File: config.mk
export PLATFORM = sky130hd
export DESIGN_NAME = oam_dma_engine_flat
export DESIGN_NICKNAME = d
export VERILOG_FILES = /design/src/rtl/gb_mem_pkg.sv /design/src/rtl/oam_dma_engine_if.sv /design/src/rtl/oam_dma_engine.sv /design/src/flat_wrapper.sv
export SDC_FILE = /design/constraint.sdc
export NUM_CORES = 1
export LEC_CHECK = 0
export ABC_AREA = 1
export CELL_PAD_IN_SITES_DETAIL_PLACEMENT = 0
export CELL_PAD_IN_SITES_GLOBAL_PLACEMENT = 1
export CORE_MARGIN = 10
export CORE_UTILIZATION = 28
export CTS_CLUSTER_DIAMETER = 150
export DETAILED_ROUTE_END_ITERATION = 6
export PLACE_DENSITY = 0.83
export SYNTH_ARGS = -nofsm -noshare
export SYNTH_HDL_FRONTEND = slang
export SYNTH_SLANG_ARGS = --single-unit
File: constraint.sdc
create_clock -name clk -period 1.3 [get_ports clk]
set_input_delay 0.26 -clock clk [delete_from_list [all_inputs] [get_ports clk]]
set_output_delay 0.26 -clock clk [all_outputs]
set_load 0.05 [all_outputs]
File: src/rtl/gb_mem_pkg.sv
// Shared memory-map constants and the OAM DMA state encoding.
package gb_mem_pkg;

    localparam logic [15:0] DMA_REG_ADDR  = 16'hFF46;
    localparam logic [15:0] OAM_BASE      = 16'hFE00;
    localparam logic [15:0] DMA_IDLE_ADDR = 16'hFFFF;
    localparam logic [7:0]  ECHO_PAGE_LO  = 8'hE0;

    typedef enum logic [2:0] {
        IDLE,
        START,
        RD,
        WAIT,
        LATCH,
        WR
    } dma_state_t;

    // Echo RAM (0xE000-0xFFFF pages) mirrors WRAM 0x2000 lower.
    function automatic logic [7:0] dma_src_page(input logic [7:0] page);
        return (page >= ECHO_PAGE_LO) ? (page - 8'h20) : page;
    endfunction

endpackage

File: src/rtl/oam_dma_engine_if.sv
// Byte-wide memory-map bus: one side drives address/data/strobe, the other returns read data.
interface oam_dma_engine_if;

    logic [15:0] addr_select;
    logic [7:0]  write_value;
    logic        write_enable;
    logic [7:0]  read_out;

    modport master (
        output addr_select,
        output write_value,
        output write_enable,
        input  read_out
    );

    modport slave (
        input  addr_select,
        input  write_value,
        input  write_enable,
        output read_out
    );

endinterface

File: src/rtl/oam_dma_engine.sv
// OAM DMA engine: a CPU write to 0xFF46 copies OAM_LEN bytes from page<<8 into OAM.
// The bus outputs are decoded from the state register so an asynchronous reset
// returns the DMA port to the idle address within the same cycle.
module oam_dma_engine
    import gb_mem_pkg::*;
#(
    parameter int RD_LAT  = 1,
    parameter int OAM_LEN = 160
) (
    input  logic              clk,
    input  logic              rst,
    oam_dma_engine_if.slave   mmio_if,
    oam_dma_engine_if.master  dma_req,
    output logic              busy,
    output logic              done
);

    localparam logic [7:0] LAST_IDX = 8'(OAM_LEN - 1);
    localparam logic [1:0] WAIT_INI = 2'(RD_LAT - 1);

    dma_state_t  state;
    dma_state_t  state_nxt;
    logic [7:0]  page_reg;
    logic [7:0]  idx;
    logic [7:0]  data_lat;
    logic [1:0]  wait_cnt;
    logic [1:0]  wait_dec;
    logic        sel_wr;
    logic        sel_wr_d;
    logic        start_evt;
    logic [15:0] src_addr;

    assign sel_wr    = (mmio_if.addr_select == DMA_REG_ADDR) && mmio_if.write_enable;
    assign start_evt = sel_wr && !sel_wr_d;
    assign wait_dec  = wait_cnt - 2'd1;
    assign src_addr  = {dma_src_page(page_reg), idx};
    assign busy      = (state != IDLE);

    // Register readback; anything other than 0xFF46 reads as open bus.
    always_comb begin
        mmio_if.read_out = 8'hFF;
        if (mmio_if.addr_select == DMA_REG_ADDR)
            mmio_if.read_out = page_reg;
    end

    // Next-state decode; a start event restarts from any state.
    always_comb begin
        state_nxt = state;
        case (state)
            IDLE:    state_nxt = IDLE;
            START:   state_nxt = RD;
            RD:      state_nxt = (RD_LAT == 1) ? LATCH : WAIT;
            WAIT:    state_nxt = (wait_dec == 2'd0) ? LATCH : WAIT;
            LATCH:   state_nxt = WR;
            WR:      state_nxt = (idx == LAST_IDX) ? IDLE : RD;
            default: state_nxt = IDLE;
        endcase
        if (start_evt)
            state_nxt = START;
    end

    // DMA bus drive: source address while reading, OAM slot during the single write cycle.
    always_comb begin
        dma_req.addr_select  = DMA_IDLE_ADDR;
        dma_req.write_value  = 8'h00;
        dma_req.write_enable = 1'b0;
        case (state)
            RD, WAIT, LATCH: dma_req.addr_select = src_addr;
            WR: begin
                dma_req.addr_select  = OAM_BASE + {8'h00, idx};
                dma_req.write_value  = data_lat;
                dma_req.write_enable = 1'b1;
            end
            default: dma_req.addr_select = DMA_IDLE_ADDR;
        endcase
    end

    // State, page register, byte index, read-wait counter, data latch and done pulse.
    always_ff @(posedge clk or posedge rst) begin
        if (rst) begin
            state    <= IDLE;
            page_reg <= 8'h00;
            idx      <= 8'h00;
            data_lat <= 8'h00;
            wait_cnt <= 2'd0;
            sel_wr_d <= 1'b0;
            done     <= 1'b0;
        end else begin
            state    <= state_nxt;
            sel_wr_d <= sel_wr;
            done     <= 1'b0;
            if (start_evt) begin
                // Restart drops the byte in flight; a final WR in this cycle gets no done.
                page_reg <= mmio_if.write_value;
                idx      <= 8'h00;
            end else begin
                case (state)
                    START: idx <= 8'h00;
                    RD:    wait_cnt <= WAIT_INI;
                    WAIT:  wait_cnt <= wait_dec;
                    LATCH: data_lat <= dma_req.read_out;
                    WR: begin
                        if (idx == LAST_IDX)
                            done <= 1'b1;
                        else
                            idx <= idx + 8'd1;
                    end
                    default: ;
                endcase
            end
        end
    end

endmodule
File: src/flat_wrapper.sv
// flat-port wrapper written by rule: the top's interface ports become plain ports
module oam_dma_engine_flat import gb_mem_pkg::*;
#(
    parameter int RD_LAT  = 1,
    parameter int OAM_LEN = 160
)
  (clk, rst, busy, done, mmio_if_addr_select, mmio_if_write_value, mmio_if_write_enable, mmio_if_read_out, dma_req_addr_select, dma_req_write_value, dma_req_write_enable, dma_req_read_out);
  oam_dma_engine_if mmio_if_i ();
  oam_dma_engine_if dma_req_i ();
  input  logic clk;
  input  logic rst;
  output logic busy;
  output logic done;
  input wire logic [$bits(mmio_if_i.addr_select)-1:0] mmio_if_addr_select;
  input wire logic [$bits(mmio_if_i.write_value)-1:0] mmio_if_write_value;
  input wire logic [$bits(mmio_if_i.write_enable)-1:0] mmio_if_write_enable;
  output wire logic [$bits(mmio_if_i.read_out)-1:0] mmio_if_read_out;
  output wire logic [$bits(dma_req_i.addr_select)-1:0] dma_req_addr_select;
  output wire logic [$bits(dma_req_i.write_value)-1:0] dma_req_write_value;
  output wire logic [$bits(dma_req_i.write_enable)-1:0] dma_req_write_enable;
  input wire logic [$bits(dma_req_i.read_out)-1:0] dma_req_read_out;
  assign mmio_if_i.addr_select = mmio_if_addr_select;
  assign mmio_if_i.write_value = mmio_if_write_value;
  assign mmio_if_i.write_enable = mmio_if_write_enable;
  assign mmio_if_read_out = mmio_if_i.read_out;
  assign dma_req_addr_select = dma_req_i.addr_select;
  assign dma_req_write_value = dma_req_i.write_value;
  assign dma_req_write_enable = dma_req_i.write_enable;
  assign dma_req_i.read_out = dma_req_read_out;
  oam_dma_engine #(.RD_LAT(RD_LAT), .OAM_LEN(OAM_LEN)) u_core (.clk(clk), .rst(rst), .mmio_if(mmio_if_i), .dma_req(dma_req_i), .busy(busy), .done(done));
endmodule
==> results.cfg <==
[status]
status = finished, violations left
violations = negative setup slack

[detailed_routing]
finalWirelength_um = 6775
vias = 2197
dr.pass1.iters = 4
drc = 0
ant_nets = 0
wl_per_cell_um = 13.91
drtIter0Drc = 60
viasPerCell = 4.511

[timing]
fin_hold_ws_ns = 0.3214
worst_slack_ns = -0.4701
final_hold_viol_count = 0
tns_ns = -12.50
rsz0062_at_grt = yes
min_period_ns = 1.770
setup_violations = 52
fin_worst_skew_ns = 0.005290
worst_pin_slew_ns = 0.2781
timing.final.crit_share_pct = 136.2
clock.fmax_mhz = 564.9
drv_slew = 0
slew_headroom_pct = 81.46

[clock_network]
insertion_delay_ns = 0.28
cts_tree = built
clock-sinks = 31
clkSlewWorstSetupHoldPaths_ns = 0.07
cts_buffers = 5
cts-htree-levels = 2
cts_hold_buf = 0
clock-root-buffer = clkbuf_8
cts_buffer_depth = 2

[yosys]
synthCells = 282
synthDistinctLibCells = 24
yosysTopAreaCell = dfrtp_1
ys_warn_count = 0
synth_top_area_share_pct = 40.34
synth_area_leaders = dfrtp_1 40%, nand2_1 18%, nor2_1 9.8%
netlist_area_sq_um = 1923
synth_seq_area_share_pct = 40.34
syn_avg_cell_area_sq_um = 6.819
synth_seq_cells = 31
synthesis.nets = 320

[placement]
gp_congestion = 0.8094
io_buffers = 69
hpwl_um = 4583
dpl_cell_area_sq_um = 3344
pre_cts_slack_ns = -0.5041

[floorplanning]
rows = 30
ioPinCount = 70
die_x_um = 102.9
die_h_um = 102.9
initial_utilization_pct = 28.62
core-area_sq_um = 6719
dieArea_sq_um = 10580

[setup_path]
cp_slowest_cell = dfrtp_1
critPathArrivalTime_ns = 1.51
crit_chain = inv_2 -> nand3_4 -> o21ai_4 -> inv_4 -> nand2_8 -> o21ai_4 -> buf_12
worstRegToRegCells = 9
cp-end-kind = output port
r2r_setup_slack_ns = -0.10
max_stage_delay_ns = 0.43
startpoint_type = flop
critPathRequiredTime_ns = 1.04
worstPathMaxFanout = 5
crit_top_cell = o21ai_4
path_class = reg2out

[power]
pwr_density_cell_nw_per_um2 = 1862
max-vdd-ir-drop_mv = 1.481
static-leakage-power_uw = 0.001849

[global_route]
grt_use_met3_pct = 3.418
grtUsageTotal_pct = 12.56
antenna_found_initial = 0
grt_overflow_total = 0
grt.busiest_layer = met2
grt_pass1_wl_um = 10490
first_global_vias = 2237
met2_usage_pct = 22.96
grt_max_degree = 32
use_met1_pct = 13.73

[finish]
nNetsFinal = 444
most-common-layout-cells = 57 x nand2_1, 38 x buf_4, 36 x inv_1
layout.area.seq_sq_um = 778.2
insertedDiodeCount = 0
n_fill_cell = 588
drive_gt1_share_pct = 50.61
design_area_sq_um = 3953
multiInputGateArea_sq_um = 1454
mostFrequentLayoutCell = nand2_1
syn2layout_area_growth_pct = 105.5

[worst_hold_path]
worstHoldPathType = in2async

[job]
max-cap-violations = 0
==> critical path, delay by kind of cell, from the launching register on <==
kind / cells / cell delay (ns)
compound gates: 2 / 0.18
simple gates: 2 / 0.21
flops: 1 / 0.43
buf+inv: 3 / 0.40
==> power by group <==
group	internal (uW)	leakage, uW	switching [uW]
clock network	620	0.0000612	381
logic	2180	0.00137	2860
registers	1160	0.000413	159
==> layout make-up <==
type                            count  area share [%]
Multi-Input combinational cell    203           36.78
Timing Repair Buffer              116           32.92
Sequential cell                    31           19.69
Inverter                           49           5.097
Tap cell                           80           2.532
Clock buffer                        6           2.089
Clock inverter                      2          0.8864
==> routing by layer <==
metal | routed length [um] | vias to the layer above
met3 | 384 | 7
li1 | - | 1111
met1 | 2594 | 1036
met4 | 89 | 0
met2 | 3707 | 43
met5 | 0 | -
==> Yosys cell counts, drive strengths merged <==
library cell  count
a21oi             1
a22oi             1
buf               3
dfrtp            31
ha                3
inv              49
nand2            96
nand3            28
nand3b            1
nand4             4
nor2             58
nor3b             1
o21ai             4
xor2              2
==> final timing paths <==
path                                    startpoint                     end
worst max-delay path               u_core.state[1]  dma_req_addr_select[8]
worst min-delay path                           rst      u_core.data_lat[4]
worst max register to register     u_core.state[1]           u_core.idx[2]
worst min register to register  u_core.wait_cnt[1]      u_core.wait_cnt[1]
max in group asynchronous                      rst         u_core.sel_wr_d
min in group clk                u_core.wait_cnt[1]      u_core.wait_cnt[1]
==> cell families after synthesis <==
logic type      after synthesis  share of synthesized area (%)
compound gates                6                          1.887
xor+xnor                      2                         0.9110
flops                        31                          40.34
fa+ha+maj                     3                          1.952
simple gates                188                          43.92
buf+inv                      52                          10.99
==> what timing repair did <==
action,CTS,global route
buffers inserted,9,6
setup endpoints to repair,62,62
gates resized for setup,114,60
cloned,5,0
pin swaps,27,23
==> through the flow <==
step                      power, uW  cells  utilization, %
after floorplan                3808    282               -
after global placement         5672    461           49.78
after detailed placement       5732    461           49.78
after CTS                      6974    482           54.95
after global routing           7685    487           58.83
final                          7360    487           58.83
(Power assumes the default switching activity.)
